<file path="src/rtl/mmio_key_writer_pkg.sv">
// Shared constants and state encoding for the CPC keyboard-matrix MMIO writer.
// Word addresses match the responder's 6-bit register map.
package mmio_key_writer_pkg;

    localparam int NUM_KEYS = 80;
    localparam int WORD_W   = 32;
    localparam int TOP_W    = 16;

    localparam logic [5:0] KEYW0 = 6'd0;
    localparam logic [5:0] KEYW1 = 6'd1;
    localparam logic [5:0] KEYW2 = 6'd2;

    typedef enum logic [2:0] {
        ST_SYNC  = 3'd0,
        ST_IDLE  = 3'd1,
        ST_WRITE = 3'd2,
        ST_READ  = 3'd3,
        ST_WAIT  = 3'd4,
        ST_CHECK = 3'd5
    } state_t;

endpackage

</file>
<file path="src/rtl/mmio_key_writer.sv">
// Turns key press/release events into verified writes of an active-low shadow
// matrix held in three 32-bit MMIO words (the top word carries 16 keys).
module mmio_key_writer
    import mmio_key_writer_pkg::*;
#(
    parameter int MAX_RETRY = 2
) (
    input  logic                clk_i,
    input  logic                reset_i,
    input  logic                ev_valid_i,
    output logic                ev_ready_o,
    input  logic [6:0]          ev_key_i,
    input  logic                ev_press_i,
    output logic [5:0]          addr_o,
    output logic                write_o,
    output logic                read_o,
    output logic [WORD_W-1:0]   data_o,
    input  logic [WORD_W-1:0]   data_i,
    output logic [NUM_KEYS-1:0] matrix_o,
    output logic                busy_o,
    output logic                err_o
);

    localparam int RW = (MAX_RETRY < 1) ? 1 : $clog2(MAX_RETRY + 1);

    state_t              state;
    logic [1:0]          word;
    logic                syncing;
    logic [RW-1:0]       retry;
    logic [NUM_KEYS-1:0] shadow;
    logic [WORD_W-1:0]   rdata;

    logic key_ok;
    logic target;
    logic key_bit;
    logic accept;
    logic match;

    function automatic logic [5:0] word_addr(input logic [1:0] w);
        case (w)
            2'd0:    word_addr = KEYW0;
            2'd1:    word_addr = KEYW1;
            default: word_addr = KEYW2;
        endcase
    endfunction

    // The top word only carries 16 keys; its upper half is written as zero.
    function automatic logic [WORD_W-1:0] shadow_word(input logic [NUM_KEYS-1:0] m,
                                                      input logic [1:0] w);
        case (w)
            2'd0:    shadow_word = m[31:0];
            2'd1:    shadow_word = m[63:32];
            default: shadow_word = {{(WORD_W-TOP_W){1'b0}}, m[NUM_KEYS-1:64]};
        endcase
    endfunction

    // Responder may return anything in the unused half of the top word.
    function automatic logic word_match(input logic [NUM_KEYS-1:0] m,
                                        input logic [1:0] w,
                                        input logic [WORD_W-1:0] rd);
        if (w == 2'd2)
            word_match = (rd[TOP_W-1:0] == m[NUM_KEYS-1:64]);
        else
            word_match = (rd == shadow_word(m, w));
    endfunction

    assign key_ok  = (ev_key_i < 7'(NUM_KEYS));
    assign target  = ~ev_press_i;
    assign key_bit = key_ok ? shadow[ev_key_i] : 1'b0;
    assign accept  = ev_valid_i && (state == ST_IDLE);
    assign match   = word_match(shadow, word, rdata);

    always_ff @(posedge clk_i) begin
        if (reset_i) begin
            state   <= ST_SYNC;
            word    <= 2'd0;
            syncing <= 1'b1;
            retry   <= '0;
            shadow  <= '1;
            err_o   <= 1'b0;
        end else begin
            case (state)
                ST_SYNC: begin
                    word    <= 2'd0;
                    syncing <= 1'b1;
                    state   <= ST_WRITE;
                end
                ST_IDLE: begin
                    if (accept) begin
                        if (!key_ok) begin
                            err_o <= 1'b1;
                        end else if (key_bit != target) begin
                            shadow[ev_key_i] <= target;
                            word             <= ev_key_i[6:5];
                            state            <= ST_WRITE;
                        end
                    end
                end
                ST_WRITE: state <= ST_READ;
                ST_READ:  state <= ST_WAIT;
                ST_WAIT:  state <= ST_CHECK;
                ST_CHECK: begin
                    if (match || retry >= RW'(MAX_RETRY)) begin
                        if (!match)
                            err_o <= 1'b1;
                        retry <= '0;
                        if (syncing) begin
                            if (word == 2'd2) begin
                                syncing <= 1'b0;
                                state   <= ST_IDLE;
                            end else begin
                                word  <= word + 2'd1;
                                state <= ST_WRITE;
                            end
                        end else begin
                            state <= ST_IDLE;
                        end
                    end else begin
                        retry <= retry + 1'b1;
                        state <= ST_WRITE;
                    end
                end
                default: state <= ST_SYNC;
            endcase
        end
    end

    // Read data is held by the responder; take it as WAIT ends.
    always_ff @(posedge clk_i) begin
        if (state == ST_WAIT)
            rdata <= data_i;
    end

    assign write_o    = (state == ST_WRITE);
    assign read_o     = (state == ST_READ);
    assign addr_o     = word_addr(word);
    assign data_o     = shadow_word(shadow, word);
    assign ev_ready_o = (state == ST_IDLE);
    assign busy_o     = (state != ST_IDLE);
    assign matrix_o   = shadow;

endmodule
</file>
<file path="config.mk">
export PLATFORM = sky130hd
export DESIGN_NAME = mmio_key_writer
export DESIGN_NICKNAME = d
export VERILOG_FILES = /design/src/rtl/mmio_key_writer_pkg.sv /design/src/rtl/mmio_key_writer.sv
export SDC_FILE = /design/constraint.sdc
export NUM_CORES = 1
export LEC_CHECK = 0
export ABC_AREA = 1
export BUFFER_PORTS_ARGS = -buffer_cell sky130_fd_sc_hd__buf_2
export CELL_PAD_IN_SITES_DETAIL_PLACEMENT = 1
export CELL_PAD_IN_SITES_GLOBAL_PLACEMENT = 1
export CORE_MARGIN = 10
export CORE_UTILIZATION = 38
export CTS_CLUSTER_DIAMETER = 30
export DETAILED_ROUTE_END_ITERATION = 12
export PLACE_DENSITY_LB_ADDON = 0.1
export RECOVER_POWER = 100
export SLEW_MARGIN = 25
export SYNTH_ARGS = -nofsm -noshare
export SYNTH_HDL_FRONTEND = slang
export SYNTH_SLANG_ARGS = --single-unit
export TNS_END_PERCENT = 100
</file>
<file path="constraint.sdc">
create_clock -name clk_i -period 6 [get_ports clk_i]
set_input_delay 1.5 -clock clk_i [delete_from_list [all_inputs] [get_ports clk_i]]
set_output_delay 1.5 -clock clk_i [all_outputs]
set_load 0.03 [all_outputs]
</file>
==> results of run 1 <==
-- cell usage after synthesis, drive strengths merged, types with 4 or more instances --
master  instances
dfxtp          89
o21ai          22
inv           104
o211ai          4
nand4          89
xnor2           4
clkbuf         31
nand2         452
nor3            5
nand3         201
nand3b          6
ha              5
or2             7
nor2          147
edfxtp         32
xor2            5
a21oi           8
buf            43
-- cell type report --
cell class              count  share of cell area [%]
diodes                      3                  0.0818
clock buffers              21                    5.25
clock inverters            11                    1.55
inverters                 105                    4.35
multi-input cells         965                    47.2
flip-flops and latches    121                    29.9
well taps                 270                    3.68
repair buffers            171                    8.00
-- flip-flops by register name (all words and copies together) (netlist names) --
| signal | cells |
|---|---|
| syncing | 1 |
| state | 3 |
| rdata | 32 |
| word | 2 |
| retry | 2 |
| matrix_o | 80 |
| err_o | 1 |
-- per-stage QoR --
stage / utilization [%] / instances / power [mW] / setup WS [ns] / hold WS, ns
floorplan: - / 1265 / 1.89 / 2.87 / 0.454
global placement: 42.9 / 1632 / 2.33 / 1.53 / 0.465
detailed placement: 42.9 / 1632 / 2.35 / 1.43 / 0.487
CTS: 46.0 / 1664 / 3.46 / 1.76 / 0.497
global route: 45.2 / 1665 / 3.60 / 0.764 / 0.529
finish: 45.2 / 1667 / 3.40 / 1.12 / 0.492
-- power by group through the flow --
stage | clock network [mW] | registers, mW | logic (mW)
2_1_floorplan | 0 | 0.903 | 0.986
3_3_place_gp | 0 | 0.905 | 1.42
3_5_place_dp | 0 | 0.905 | 1.45
4_1_cts | 1.12 | 0.887 | 1.45
5_1_grt | 1.16 | 0.891 | 1.55
6_report | 1.11 | 0.887 | 1.41
-- cell families (layout without fill, tap and decap cells) --
family | count (synthesis) | count (layout) | share of synthesized area [%]
AOI/OAI and AO/OA | 40 | 40 | 2.92
xor gates and xnor gates | 9 | 9 | 1.00
adders and majority gates | 5 | 5 | 0.797
buffers and inverters | 179 | 308 | 9.84
DFF | 121 | 121 | 34.9
other | 1 | 7 | 0.0478
and+or+nand+nor | 907 | 907 | 50.4
-- worst paths after layout --
path	startpoint	to
min	matrix_o[1]	matrix_o[1]
max	ev_key_i[0]	matrix_o[24]
max reg2reg	word[0]	word[0]
min reg2reg	matrix_o[1]	matrix_o[1]
-- critical path, stage by stage --
cell and delay (ns):
buf_2 0.71, inv_4 0.33, nand2_1 0.14, nand2_1 0.06
nand2_1 0.06, nand2_1 0.06, nand2_1 0.05, nand2_1 0.06
nand2_1 0.07, nand2_1 0.05, o21ai_1 0.15, nand3_1 0.13
clkinv_1 0.06, clkbuf_2 1.27, nand4_1 0.24, nand3_1 0.19
-- metal layers --
layer  global-route usage (%)  vias up
met1                     31.6     4446
met5                        0        -
met2                     40.3      288
met3                     6.08       55
li1                         -     4380
met4                     9.91        2
==> flow_summary.ini, run 1 <==
[status]
outcome = finished with violations
violations = max-capacitance violations, max-slew violations

[pwr]
p_clk_share_pct = 32.6
p_sw_share_pct = 45.1
vdd_drop_max_mv = 0.233
power.internal_mw = 1.87
p_per_area_nw_per_um2 = 371
switching_power_mw = 1.54
p_comb_share_pct = 41.3
seqPwrFrac_pct = 26.1
leakage_nw = 4.47

[setup_path]
worst-path-max-fanout = 80
path_class = input pin to register
regToRegSetupSlack_ns = 2.10
worst_setup_path_end_kind = register
crit_arrival_ns = 5.24
cp-start-kind = input pin
rr_worst_depth = 18
worstPathRequired_ns = 6.35

[synthesis]
synthTopCellsByArea = dfxtp_1 23%, nand2_1 22%, nand3_1 13%
synth_area_leader_cell = dfxtp_1
yosysWarningCount = 0
synth_top_flop_cell = dfxtp_1
synth_enable_flop_cells = 32
synth_cell_types = 37
syn-instance-count = 1262
ys_seq_area_share_pct = 34.9
async_reset_ff_share_pct = 0
synth_seq_cells = 121
synth_area_sq_um = 7850
syn_area_per_cell_sq_um = 6.22
synth.top_cell.area_share_pct = 22.7

[routing]
wl_met1_mm = 14.8
via_count = 9171
drtAntennaViolNets = 0
wire_per_inst_um = 20.4
dr.first_iter.drc_count = 699
drc = 0
firstDrtPassIters = 5
wl_met2_mm = 16.0
wl_met3_mm = 2.15
highest_layer = met5
wl_mm = 34.0
vias_per_cell = 5.50

[cts]
root_buffer = clkbuf_16
cts_hold_buf = 0
cts_tree = done
cts_buffer_depth = 2
post_cts_buffers = 0
clk_latency_ns = 0.43
htree_levels = 4
cts.reportedPaths.clkPinSlew_ns = 0.06
cts_num_sinks = 121
cts_resized = 0
cts_inserted_buffers = 17

[global_routing]
grtUsageTotal_pct = 25.0
grt_pass1_wl_mm = 52.5
grt_max_degree = 113
grt_pass1_vias = 9067
antenna_found_initial = 4
grt_overflow = 0

[timing]
period_share_pct = 81.4
slew_violations = 81
slew_headroom_pct = -19.6
final.min_clock_period_ns = 4.88
max_freq_mhz = 205
finalHoldViolCount = 0
tns_ns = 0
rsz0062_at_grt = false
tightest_slew_ns = 1.79
finalSetupViolCount = 0
skew_ns = 0.0111

[job]
max_cap_violations = 1

[floorplanning]
num_rows = 52
die_w_um = 164
initial_core_util_pct = 38.7
die_h_um = 164
ios = 166
dieArea_sq_um = 26800
core-area_sq_um = 20300

[final_layout]
multi_input_area_sq_um = 4330
syn2layout_area_growth_pct = 17.0
mostFrequentLayoutCell = nand2_1
drive_gt1_share_pct = 7.25
nFillCells = 2828
mostFrequentLayoutCells = 451 x nand2_1, 201 x nand3_1, 145 x nor2_1, 117 x clkbuf_1, 96 x inv_1
final_nets = 1429
ff_latch_area_sq_um = 2740
fin_area_sq_um = 9180

[place]
post-dp-hpwl_mm = 24.1
place.gp.congestion = 0.865
place_area_sq_um = 8700
portBuffers = 161

[hold_path]
hold_path_depth = 2
hold_path_class = register to register
Power figures use the tool's default switching activity.
==> run 2, diff against run 1 <==
--- a/config.mk
+++ b/config.mk
@@ -10,7 +10,7 @@
 export CELL_PAD_IN_SITES_DETAIL_PLACEMENT = 1
 export CELL_PAD_IN_SITES_GLOBAL_PLACEMENT = 1
 export CORE_MARGIN = 10
-export CORE_UTILIZATION = 38
+export CORE_UTILIZATION = 34
 export CTS_CLUSTER_DIAMETER = 30
 export DETAILED_ROUTE_END_ITERATION = 12
 export PLACE_DENSITY_LB_ADDON = 0.1
==> constraint.sdc (replaced) <==
create_clock -name clk_i -period 4.05 [get_ports clk_i]
set_input_delay 1.0125 -clock clk_i [delete_from_list [all_inputs] [get_ports clk_i]]
set_output_delay 1.0125 -clock clk_i [all_outputs]
set_load 0.03 [all_outputs]
==> run 2 against run 1 <==
Compared with the run above:
- the run now ends clean
- die area up 10%
- clock power up 40%
- sequential share of layout area down 0.19 points
- sequential power up 48%
- non-clock buffer count up 4
- first-iteration DRC count up 6.3%
- critical path type is now register to output pin
==> flow_summary.ini, run 2 (synthesis results as in run 1) <==
[floorplanning]
num_rows = 55
die_h_um = 172
initial_core_util_pct = 34.6
ios = 166
dieArea_sq_um = 29600
die_w_um = 172
core-area_sq_um = 22700

[cts]
cts_hold_buf = 0
htree_levels = 4
cts_inserted_buffers = 17
cts.reportedPaths.clkPinSlew_ns = 0.07
root_buffer = clkbuf_16
cts_buffer_depth = 2
clk_latency_ns = 0.43
cts_resized = 0
post_cts_buffers = 0
cts_tree = done
cts_num_sinks = 121

[setup_path]
rr_worst_depth = 20
path_class = register to output pin
worstPathRequired_ns = 3.04
r2r-start = word[0]
r2r_end = word[0]
worst_setup_path_end_kind = output pin
regToRegSetupSlack_ns = 0.63
worst-path-max-fanout = 31
crit_arrival_ns = 2.65
cp-start-kind = register

[job]
max_cap_violations = 0

[timing]
finalSetupViolCount = 0
skew_ns = 0.0130
finalHoldViolCount = 0
slew_violations = 0
final.min_clock_period_ns = 3.66
period_share_pct = 90.3
tightest_slew_ns = 1.14
slew_headroom_pct = 24.1
rsz0062_at_grt = false
tns_ns = 0
timing.hold.ws_ns = 0.468
max_freq_mhz = 273

[pwr]
switching_power_mw = 2.31
p_clk_share_pct = 31.2
power.internal_mw = 2.66
vdd_drop_max_mv = 0.254
p_sw_share_pct = 46.4
p_comb_share_pct = 42.3
leakage_nw = 4.49
p_total_mw = 4.97
seqPwrFrac_pct = 26.5
p_per_area_nw_per_um2 = 538

[final_layout]
mostFrequentLayoutCell = nand2_1
drive_gt1_share_pct = 7.51
nFillCells = 3069
fin_area_sq_um = 9240
mostFrequentLayoutCells = 452 x nand2_1, 201 x nand3_1, 145 x nor2_1, 118 x clkbuf_1, 96 x inv_1
largest_reg_flops = 80
final_nets = 1433
syn2layout_area_growth_pct = 17.7
layout.cells.non_filler = 1686

[place]
portBuffers = 161
post-dp-hpwl_mm = 25.0
place.gp.congestion = 0.879
placed_cells = 1651
place_area_sq_um = 8800

[routing]
firstDrtPassIters = 5
vias_per_cell = 5.42
drc = 0
wire_per_inst_um = 20.9
via_count = 9141
drtAntennaViolNets = 0
wl_mm = 35.2
dr.first_iter.drc_count = 743

[global_routing]
grt_pass1_vias = 9351
grt_max_degree = 161
antenna_found_initial = 5
grt_pass1_wl_mm = 54.6
grt_overflow = 0
grtUsageTotal_pct = 24.0

[hold_path]
min_from = err_o
hold_path_class = register to register
hold_path_depth = 2
holdPathEnd = err_o

[status]
outcome = completed
-- run 2: layout make-up --
type / instances / area [sq um] / area share, %
inverter: 105 / 398 / 4.31
sequential: 121 / 2740 / 29.7
antenna: 3 / 7.51 / 0.0812
timing repair buffer: 175 / 808 / 8.75
multi-input combinational: 965 / 4330 / 46.9
tap: 285 / 357 / 3.86
clock buffer: 21 / 514 / 5.57
clock inverter: 11 / 81.3 / 0.880
-- run 2: critical path: stages (launching register included) --
cell and delay [ns]:
dfxtp_1 0.34, inv_1 0.10, ha_1 0.20, clkbuf_2 0.67
nand2_1 0.35, nand3_1 0.21, clkbuf_1 0.33
-- run 2: metal layers --
layer / vias to the layer above / global-route usage (%) / share of wire, %
met2: 264 / 39.0 / 47
met1: 4448 / 30.5 / 44
met4: 4 / 7.98 / 2.4
li1: 4377 / - / -
met3: 48 / 5.59 / 6.5
met5: - / 0 / 0.071
-- run 2: per-stage QoR --
step	utilization (%)	worst slack, ns
2_1_floorplan	-	1.41
3_3_place_gp	38.8	0.713
3_5_place_dp	38.8	0.607
4_1_cts	41.4	0.700
5_1_grt	40.7	0.286
6_report	40.7	0.392
-- run 2: power by group through the flow --
stage                     logic [mW]  clock network, mW  registers, mW
after floorplan                 1.46                  0           1.34
after global placement          2.13                  0           1.34
after detailed placement        2.17                  0           1.34
after CTS                       2.18               1.58           1.31
after global routing            2.33               1.63           1.32
final                           2.10               1.55           1.31
-- run 2: worst max path at each step --
stage / start / depth (start not counted) / slack [ns] / to
5_1_grt: word[0] / 8 / 0.29 / data_o[1]
4_1_cts: word[0] / 6 / 0.70 / data_o[1]
6_report: word[0] / 6 / 0.39 / data_o[14]
3_5_place_dp: ev_key_i[1] / 17 / 0.61 / matrix_o[43]
2_1_floorplan: ev_key_i[0] / 19 / 1.41 / matrix_o[66]
3_3_place_gp: ev_key_i[1] / 17 / 0.71 / matrix_o[75]
==> run 3, diff against run 2 <==
==> constraint.sdc (replaced) <==
create_clock -name clk_i -period 2.95 [get_ports clk_i]
set_input_delay 0.7375 -clock clk_i [delete_from_list [all_inputs] [get_ports clk_i]]
set_output_delay 0.7375 -clock clk_i [all_outputs]
set_load 0.03 [all_outputs]
==> run 3 against run 2 <==
Compared with the run above:
- largest cell class unchanged
- worst hold slack improved by 0.0075 ns
- clock-buffer cell count decreased by 3
- total power is 47% higher
- register-to-register slack worse by 0.30 ns
- non-clock buffer count up 34
- sequential power grew 37%
- first-iteration DRC count down 9.6%
- critical endpoint is now data_o[0]
- via count rose by 1.2%
- utilization grew 2.0 points
- routed wire length increased by 0.96%
==> flow_summary.ini, run 3 (synthesis results as in run 1) <==
[floorplanning]
num_rows = 55
dieArea_sq_um = 29600
die_w_um = 172
initial_core_util_pct = 34.6
die_h_um = 172
ios = 166
core-area_sq_um = 22700

[timing]
slew_violations = 0
tns_ns = 0
period_share_pct = 93.8
fin_ws_ns = 0.183
final.min_clock_period_ns = 2.77
finalHoldViolCount = 0
timing.hold.ws_ns = 0.475
tightest_slew_ns = 1.09
skew_ns = 0.0158
max_freq_mhz = 361
finalSetupViolCount = 0
slew_headroom_pct = 27.4

[routing]
via_count = 9255
vias_per_cell = 5.38
drtAntennaViolNets = 0
dr.first_iter.drc_count = 672
drc = 0
wl_mm = 35.5
firstDrtPassIters = 6
wire_per_inst_um = 20.7

[global_routing]
grt_max_degree = 95
antenna_found_initial = 4
grt_pass1_wl_mm = 55.0
grt_overflow = 0
grtUsageTotal_pct = 24.1
grt_pass1_vias = 9282

[cts]
htree_levels = 4
cts_inserted_buffers = 17
cts.reportedPaths.clkPinSlew_ns = 0.06
clk_latency_ns = 0.43
cts_num_sinks = 121
cts_buffer_depth = 2
cts_tree = done
root_buffer = clkbuf_16

[setup_path]
path_class = register to output pin
crit_arrival_ns = 2.03
cp-start-kind = register
worst-path-max-fanout = 15
worstPathRequired_ns = 2.21
worst_setup_path_end_kind = output pin

[place]
post-dp-hpwl_mm = 25.9
place.gp.congestion = 0.864
portBuffers = 161
pre_cts_ws_ns = 0.0129

[pwr]
leakage_nw = 4.75
p_total_mw = 7.31
seqPwrFrac_pct = 24.6
p_sw_share_pct = 44.3
p_clk_share_pct = 31.8
switching_power_mw = 3.24
vdd_drop_max_mv = 0.466
power.internal_mw = 4.07
p_comb_share_pct = 43.6
p_per_area_nw_per_um2 = 755

[final_layout]
drive_gt1_share_pct = 12.0
mostFrequentLayoutCells = 451 x nand2_1, 201 x nand3_1, 143 x nor2_1, 95 x inv_1
final_nets = 1467
syn2layout_area_growth_pct = 23.4
mostFrequentLayoutCell = nand2_1
post-route-util_pct = 42.6
largest_reg_flops = 80

[job]
max_cap_violations = 0

[status]
outcome = completed

[hold_path]
hold_path_class = input pin to register
-- run 3: final timing paths --
path / end / startpoint / cells past startpoint / slack, ns
min: rdata[22] / data_i[22] / 1 / 0.47
max: data_o[0] / word[1] / 8 / 0.18
max reg2reg: word[0] / word[1] / 20 / 0.33
min reg2reg: err_o / err_o / 2 / 0.47
-- run 3: power groups by stage --
stage               combinational (mW)  clock [mW]  sequential, mW
floorplan                         2.01           0            1.84
global placement                  3.14           0            1.84
detailed placement                3.18           0            1.84
CTS                               3.19        2.35            1.80
global route                      3.49        2.43            1.81
finish                            3.19        2.33            1.80
-- run 3: per-layer routing --
| metal | routed length (um) | vias to the layer above | global-route usage, % |
|---|---|---|---|
| li1 | - | 4449 | - |
| met1 | 15600 | 4501 | 30.5 |
| met2 | 17000 | 266 | 40.1 |
| met3 | 2280 | 35 | 5.77 |
| met4 | 689 | 4 | 6.22 |
| met5 | 25 | - | 0 |
-- run 3: layout make-up --
type	instances	area (sq um)
Sequential cell	121	2740
Clock inverter	14	198
Inverter	105	397
Multi-Input combinational cell	965	4350
Antenna cell	2	5.00
Clock buffer	18	439
Timing Repair Buffer	209	1190
Fill cell	3071	13000
Tap cell	285	357
-- run 3: repair_timing --
| item | in CTS | in global routing |
|---|---|---|
| hold buffers | 0 | 0 |
| gates resized for setup | 0 | 6 |
| setup buffers | 0 | 0 |
| setup endpoints to repair | 0 | 10 |
-- run 3: through the flow --
stage	std cells	instance area [sq um]
after detailed placement	1685	9140
after global routing	1717	9680
after global placement	1685	9140
after floorplan	1265	7860
final	1719	9680
after CTS	1717	9780
-- run 3: critical path, cell delays in order (launching register included) --
cell,delay (ns)
dfxtp_1,0.33
inv_1,0.13
ha_1,0.24
buf_6,0.21
inv_1,0.07
o21ai_1,0.16
inv_1,0.08
o21ai_1,0.12
buf_2,0.24
